**config.mk**
```make
export PLATFORM = sky130hd
export DESIGN_NAME = mul4_fitness_eval
export DESIGN_NICKNAME = d
export VERILOG_FILES = /design/src/rtl/mul4_fit_pkg.sv /design/src/rtl/mul4_golden_cmp.sv /design/src/rtl/mul4_fitness_eval.sv
export SDC_FILE = /design/constraint.sdc
export NUM_CORES = 1
export LEC_CHECK = 0
export CORE_ASPECT_RATIO = 2
export CORE_MARGIN = 4
export CORE_UTILIZATION = 48
export CTS_BUF_LIST = sky130_fd_sc_hd__clkbuf_2 sky130_fd_sc_hd__clkbuf_4 sky130_fd_sc_hd__clkbuf_8
export CTS_CLUSTER_DIAMETER = 30
export DETAILED_ROUTE_END_ITERATION = 8
export PLACE_DENSITY = 0.87
export SYNTH_ARGS = -nofsm -noshare
export SYNTH_HDL_FRONTEND = slang
export SYNTH_SLANG_ARGS = --single-unit
```
**constraint.sdc**
```tcl
create_clock -name clk -period 2.9 [get_ports clk]
set_clock_uncertainty 0.15 [all_clocks]
set_input_delay 0.58 -clock clk [delete_from_list [all_inputs] [get_ports clk]]
set_output_delay 0.58 -clock clk [all_outputs]
set_load 0.02 [all_outputs]
```
**src/rtl/mul4_fit_pkg.sv**
```systemverilog
// Shared types and the 2x2-bit golden multiplier used by the fitness evaluator.
// Operands and products are bit-sliced: lane i of every 16-bit word is one independent multiply.
package mul4_fit_pkg;

  localparam int LANES         = 16;
  localparam int BITS_PER_WORD = 64;
  localparam int CNT_W         = 7;

  typedef enum logic [1:0] {
    ST_IDLE,
    ST_RUN,
    ST_DRAIN,
    ST_DONE
  } fit_state_e;

  // Product word ordered {p3, p2, p1, p0}, one 16-lane slice per product bit.
  function automatic logic [BITS_PER_WORD-1:0] golden_prod(
    input logic [LANES-1:0] a1,
    input logic [LANES-1:0] a0,
    input logic [LANES-1:0] b1,
    input logic [LANES-1:0] b0
  );
    logic [LANES-1:0] g3, g2, g1, g0;
    g0 = a0 & b0;
    g1 = (a1 & b0) ^ (a0 & b1);
    g2 = a1 & b1 & ~(a0 & b0);
    g3 = a1 & a0 & b1 & b0;
    return {g3, g2, g1, g0};
  endfunction

endpackage

```
**src/rtl/mul4_golden_cmp.sv**
```systemverilog
// Compares a candidate 16-lane product word against the golden product; purely combinational.
// Returns the per-bit match vector ({y3,y2,y1,y0} order) and its popcount (0..64).
module mul4_golden_cmp
  import mul4_fit_pkg::*;
(
  input  logic [LANES-1:0]         a1,
  input  logic [LANES-1:0]         a0,
  input  logic [LANES-1:0]         b1,
  input  logic [LANES-1:0]         b0,
  input  logic [LANES-1:0]         y3,
  input  logic [LANES-1:0]         y2,
  input  logic [LANES-1:0]         y1,
  input  logic [LANES-1:0]         y0,
  output logic [BITS_PER_WORD-1:0] match_vec,
  output logic [CNT_W-1:0]         match_cnt
);

  logic [BITS_PER_WORD-1:0] gold;

  always_comb begin
    gold      = golden_prod(a1, a0, b1, b0);
    match_vec = ~({y3, y2, y1, y0} ^ gold);
    match_cnt = '0;
    for (int i = 0; i < BITS_PER_WORD; i++) begin
      match_cnt = match_cnt + CNT_W'(match_vec[i]);
    end
  end

endmodule

```
**src/rtl/mul4_fitness_eval.sv**
```systemverilog
// Scores an evolved 2x2 multiplier over NUM_WORDS bit-sliced words; score lands 2 cycles after each accept, done 3 cycles after the last.
// in_ready only in RUN (no stall inside RUN); MUL4_FIT_ERRMASK_EN adds the accumulated err_mask output.
module mul4_fitness_eval
  import mul4_fit_pkg::*;
#(
  parameter  int NUM_WORDS = 1,
  localparam int SW        = $clog2(BITS_PER_WORD * NUM_WORDS + 1),
  localparam int CW        = $clog2(NUM_WORDS + 1)
) (
  input  logic             clk,
  input  logic             rst,
  input  logic             start,
  input  logic             in_valid,
  output logic             in_ready,
  input  logic [LANES-1:0] a1,
  input  logic [LANES-1:0] a0,
  input  logic [LANES-1:0] b1,
  input  logic [LANES-1:0] b0,
  input  logic [LANES-1:0] y3,
  input  logic [LANES-1:0] y2,
  input  logic [LANES-1:0] y1,
  input  logic [LANES-1:0] y0,
  output logic             busy,
  output logic             done,
  output logic [SW-1:0]    score,
  output logic             perfect
`ifdef MUL4_FIT_ERRMASK_EN
  ,
  output logic [BITS_PER_WORD-1:0] err_mask
`endif
);

  fit_state_e         state_q, state_d;
  logic [CW-1:0]      word_cnt_q, word_cnt_d;
  logic               drain_cnt_q, drain_cnt_d;
  logic               s1_vld_q, s1_vld_d;
  logic [CNT_W-1:0]   s1_cnt_q, s1_cnt_d;
  logic [SW-1:0]      score_q, score_d;
  logic               all_match_q, all_match_d;
  logic               perfect_q, perfect_d;
`ifdef MUL4_FIT_ERRMASK_EN
  logic [BITS_PER_WORD-1:0] err_mask_q, err_mask_d;
`endif

  logic [BITS_PER_WORD-1:0] match_vec;
  logic [CNT_W-1:0]         match_cnt;
  logic                     accept;
  logic                     last_beat;

  mul4_golden_cmp u_cmp (
    .a1        (a1),
    .a0        (a0),
    .b1        (b1),
    .b0        (b0),
    .y3        (y3),
    .y2        (y2),
    .y1        (y1),
    .y0        (y0),
    .match_vec (match_vec),
    .match_cnt (match_cnt)
  );

  assign in_ready  = (state_q == ST_RUN);
  assign accept    = in_valid && in_ready;
  assign last_beat = accept && (word_cnt_q == CW'(NUM_WORDS - 1));
  assign busy      = (state_q != ST_IDLE);
  assign done      = (state_q == ST_DONE);
  assign score     = score_q;
  assign perfect   = perfect_q;
`ifdef MUL4_FIT_ERRMASK_EN
  assign err_mask  = err_mask_q;
`endif

  always_comb begin
    state_d     = state_q;
    word_cnt_d  = word_cnt_q;
    drain_cnt_d = drain_cnt_q;
    s1_vld_d    = accept;
    s1_cnt_d    = accept ? match_cnt : s1_cnt_q;
    score_d     = score_q;
    all_match_d = all_match_q;
    perfect_d   = perfect_q;
`ifdef MUL4_FIT_ERRMASK_EN
    err_mask_d  = err_mask_q;
    if (accept) err_mask_d = err_mask_q | ~match_vec;
`endif

    if (s1_vld_q) score_d = score_q + SW'(s1_cnt_q);
    // A sticky all-bits-match flag gives perfect without a wide compare against the maximum score.
    if (accept) all_match_d = all_match_q & (&match_vec);

    case (state_q)
      ST_IDLE: begin
        if (start) begin
          state_d     = ST_RUN;
          word_cnt_d  = '0;
          score_d     = '0;
          all_match_d = 1'b1;
          perfect_d   = 1'b0;
`ifdef MUL4_FIT_ERRMASK_EN
          err_mask_d  = '0;
`endif
        end
      end
      ST_RUN: begin
        if (last_beat) begin
          state_d     = ST_DRAIN;
          drain_cnt_d = 1'b0;
        end else if (accept) begin
          word_cnt_d = word_cnt_q + CW'(1);
        end
      end
      ST_DRAIN: begin
        if (drain_cnt_q) begin
          state_d   = ST_DONE;
          perfect_d = all_match_q;
        end else begin
          drain_cnt_d = 1'b1;
        end
      end
      ST_DONE: state_d = ST_IDLE;
      default: state_d = ST_IDLE;
    endcase
  end

  always_ff @(posedge clk or posedge rst) begin
    if (rst) begin
      state_q     <= ST_IDLE;
      word_cnt_q  <= '0;
      drain_cnt_q <= 1'b0;
      s1_vld_q    <= 1'b0;
      s1_cnt_q    <= '0;
      score_q     <= '0;
      all_match_q <= 1'b0;
      perfect_q   <= 1'b0;
`ifdef MUL4_FIT_ERRMASK_EN
      err_mask_q  <= '0;
`endif
    end else begin
      state_q     <= state_d;
      word_cnt_q  <= word_cnt_d;
      drain_cnt_q <= drain_cnt_d;
      s1_vld_q    <= s1_vld_d;
      s1_cnt_q    <= s1_cnt_d;
      score_q     <= score_d;
      all_match_q <= all_match_d;
      perfect_q   <= perfect_d;
`ifdef MUL4_FIT_ERRMASK_EN
      err_mask_q  <= err_mask_d;
`endif
    end
  end

endmodule

```
==> flow_metrics.tcl <==
set metrics [dict create \
    die_h_um 141 \
    die_w_um 74.6 \
    grt_max_degree 22 \
    setup_viol 7 \
    grt_pass1_vias 5467 \
    fp.dieArea_sq_um 10500 \
    synth-warning-count 0 \
    slew_viol_final 0 \
    grt_use_total 0.328 \
    critical_path.max_fanout 2 \
    max_freq_mhz 144 \
    synthesis.nets 676 \
    row_count 48 \
    maxCapViolCount 0 \
    rsz0062_at_grt "yes" \
    postRouteAntennaNets 0 \
    postSynthAreaPerCell_sq_um 9.20 \
    cts_buffers 3 \
    relSlewSlack 0.457 \
    n_fill_cell 472 \
    route.vias.total 4788 \
    avgRoutedWirePerCell_um 21.5 \
    min_period_ns 6.94 \
    crit_path_end_kind "flop" \
    ctsRootBufferMaster "clkbuf_8" \
    place.gp.congestion 0.972 \
    gr-total-overflow 0 \
    arrival_ns 6.92 \
    synth_top_flop_cell "dfrtp_1" \
    setup_ws_ns -4.04 \
    clk_pin_slew_ns 0.08 \
    antenna_found_initial 0 \
    synth_seq_cells 21 \
    portBuffers 142 \
    cts_sinks 21 \
    hold_viol_final 0 \
    drc 0 \
    regArea_sq_um 526 \
    violations "setup timing" \
    syn_inst 463 \
    ios 143 \
    finalCritPeriodShare 2.39 \
    final_nets 935 \
    htree_num_levels 1 \
    startpoint_type "primary input" \
    tritoncts "built" \
    clk_path_buf_depth 2 \
    drt_iter0_markers 274 \
    multi_input_area_sq_um 3810 \
    synth-async-reset-ratio 1.00 \
    status "finished with violations" \
    tns_ns -26.46 \
    synthesis.area_sq_um 4260 \
    area_delta_synth_final_pct 63.5 \
    dp_hpwl_mm 13.6 \
    viasPerCell 5.83 \
    initial_utilization 0.493 \
    coreArea_sq_um 8650 \
    dr.pass1.iters 6 \
    hold_path.class "reg -> reg" \
    tightest_slew_ns 0.813 \
    synth_edf_count 0 \
    synth_cell_types 45 \
    finalWirelength_mm 17.7 \
    clk_latency_ns 0.26 \
    crit_type "in -> reg" \
    drive_gt1_frac 0.341 \
    critical_path_required_ns 2.88 \
    diodes 0 \
    grt_first_pass_wirelength_mm 25.9 \
    yosysSeqAreaShare 0.123 \
]
[through the flow]
step	setup WS [ns]	instances	util	instance area, sq um	hold slack (ns)
after floorplan	-3.60	463	-	4300	0.310
after global placement	-4.45	794	0.754	6520	0.323
after detailed placement	-4.58	794	0.754	6520	0.359
after CTS	-3.83	815	0.789	6830	0.377
after global routing	-4.18	821	0.806	6970	0.390
final	-4.04	821	0.806	6970	0.376
[cell usage in the layout (no fill, tap or decap), types with 9 or more instances in the layout]
cell             synthesis  routed
clkdlybuf4s50_1          0      76
buf_6                    0      11
inv_2                    0      10
dlygate4sd2_1            0      24
dfrtp_1                 21      21
xor2_1                  26      15
nor2_1                  14      10
nand2_1                 69      55
fa_1                    55      50
inv_1                   71      61
buf_2                    0      15
buf_4                    0     110
a21oi_1                 12       9
xnor2_1                 22      15
nand4_1                 25      25
xor2_2                   0       9
ha_1                    26      25
nand2_2                  1      11
[timing repair]
action | 4_1_cts | 5_1_grt
gates resized for setup | 202 | 52
buffers inserted | 21 | 8
hold buffers | 0 | 0
setup endpoints to repair | 7 | 8
pin swaps | 52 | 37
[metal layers]
metal  up-vias  track usage  part of all wire
li1       2063            -                 -
met1      2304        0.293              0.30
met2       290        0.616              0.55
met3       131       0.0450             0.051
met4         0        0.243              0.10
met5         -            0                 0
[flip-flops by register name, indices dropped and copies added (netlist names)]
name	flops
score	7
word_cnt_q	1
all_match_q	1
drain_cnt_q	1
state_q	2
perfect	1
s1_vld_q	1
s1_cnt_q	7
[area by class of cell]
class / instances / share of cell area
Inverter: 71 / 0.0383
Clock buffer: 3 / 0.00593
Sequential cell: 21 / 0.0754
Multi-Input combinational cell: 368 / 0.547
Timing Repair Buffer: 257 / 0.314
Tap cell: 100 / 0.0180
Clock inverter: 1 / 0.00108
[worst max-delay path, stage by stage]
cell	delay (ns)
clkdlybuf4s50_1	0.51
a21boi_4	0.24
nor2_4	0.06
fa_1	0.50
fa_1	0.49
inv_1	0.05
fa_1	0.47
fa_1	0.52
fa_1	0.54
fa_1	0.44
fa_1	0.56
inv_1	0.05
fa_1	0.48
fa_2	0.39
buf_4	0.15
a21o_1	0.17
a21oi_2	0.17
o21bai_1	0.09
a21oi_1	0.17
xor2_1	0.20
o21ai_1	0.09
[cell usage after synthesis (2+ instances only)]
| cell | instances | area, sq um |
|---|---|---|
| clkbuf_1 | 3 | 11.3 |
| o21bai_1 | 4 | 30.0 |
| nand3b_1 | 3 | 22.5 |
| inv_1 | 71 | 267 |
| a31oi_1 | 5 | 31.3 |
| nor2_1 | 14 | 52.6 |
| dfrtp_1 | 21 | 526 |
| a31o_2 | 5 | 43.8 |
| a21o_1 | 4 | 30.0 |
| o21ai_0 | 9 | 45.0 |
| and3b_1 | 8 | 70.1 |
| xnor3_1 | 12 | 270 |
| and2_1 | 3 | 18.8 |
| xor2_1 | 26 | 228 |
| and4_1 | 6 | 52.6 |
| nor4_1 | 8 | 50.1 |
| nand2_1 | 69 | 259 |
| a211o_1 | 2 | 17.5 |
| mux2i_1 | 6 | 60.1 |
| xnor2_1 | 22 | 193 |
| ha_1 | 26 | 325 |
| nand3_1 | 8 | 40.0 |
| o21a_1 | 2 | 15.0 |
| nand2b_1 | 3 | 18.8 |
| or2_2 | 8 | 50.1 |
| a21oi_1 | 12 | 60.1 |
| nand4_1 | 25 | 156 |
| a21boi_0 | 7 | 52.6 |
| fa_1 | 55 | 1100 |
[kinds of logic (layout without fill, tap and decap cells)]
logic type               Yosys count  after routing  share of synthesized area
adder cells (fa/ha/maj)           81             81                      0.335
buffers and inverters             74            332                     0.0652
AO/OA/AOI/OAI                     56             56                     0.0922
XOR/XNOR                          60             60                      0.162
flip-flops                        21             21                      0.123
AND/OR/NAND/NOR                  164            164                      0.206
multiplexers                       7              7                     0.0167
[worst paths after layout]
check	from	end	slack, ns	depth (start not counted)
min in group asynchronous	rst	s1_cnt_q[0]	0.63	2
setup / recovery	y0[6]	s1_cnt_q[5]	-4.04	21
setup reg to reg	score[0]	score[6]	0.46	8
hold reg to reg	perfect	perfect	0.38	1
max in group asynchronous	rst	word_cnt_q	1.46	2
hold / removal	perfect	perfect	0.38	1
Power is left out: the tool's default activity adds up to more than one toggle a clock period on the data nets, which glitch-free logic cannot reach.
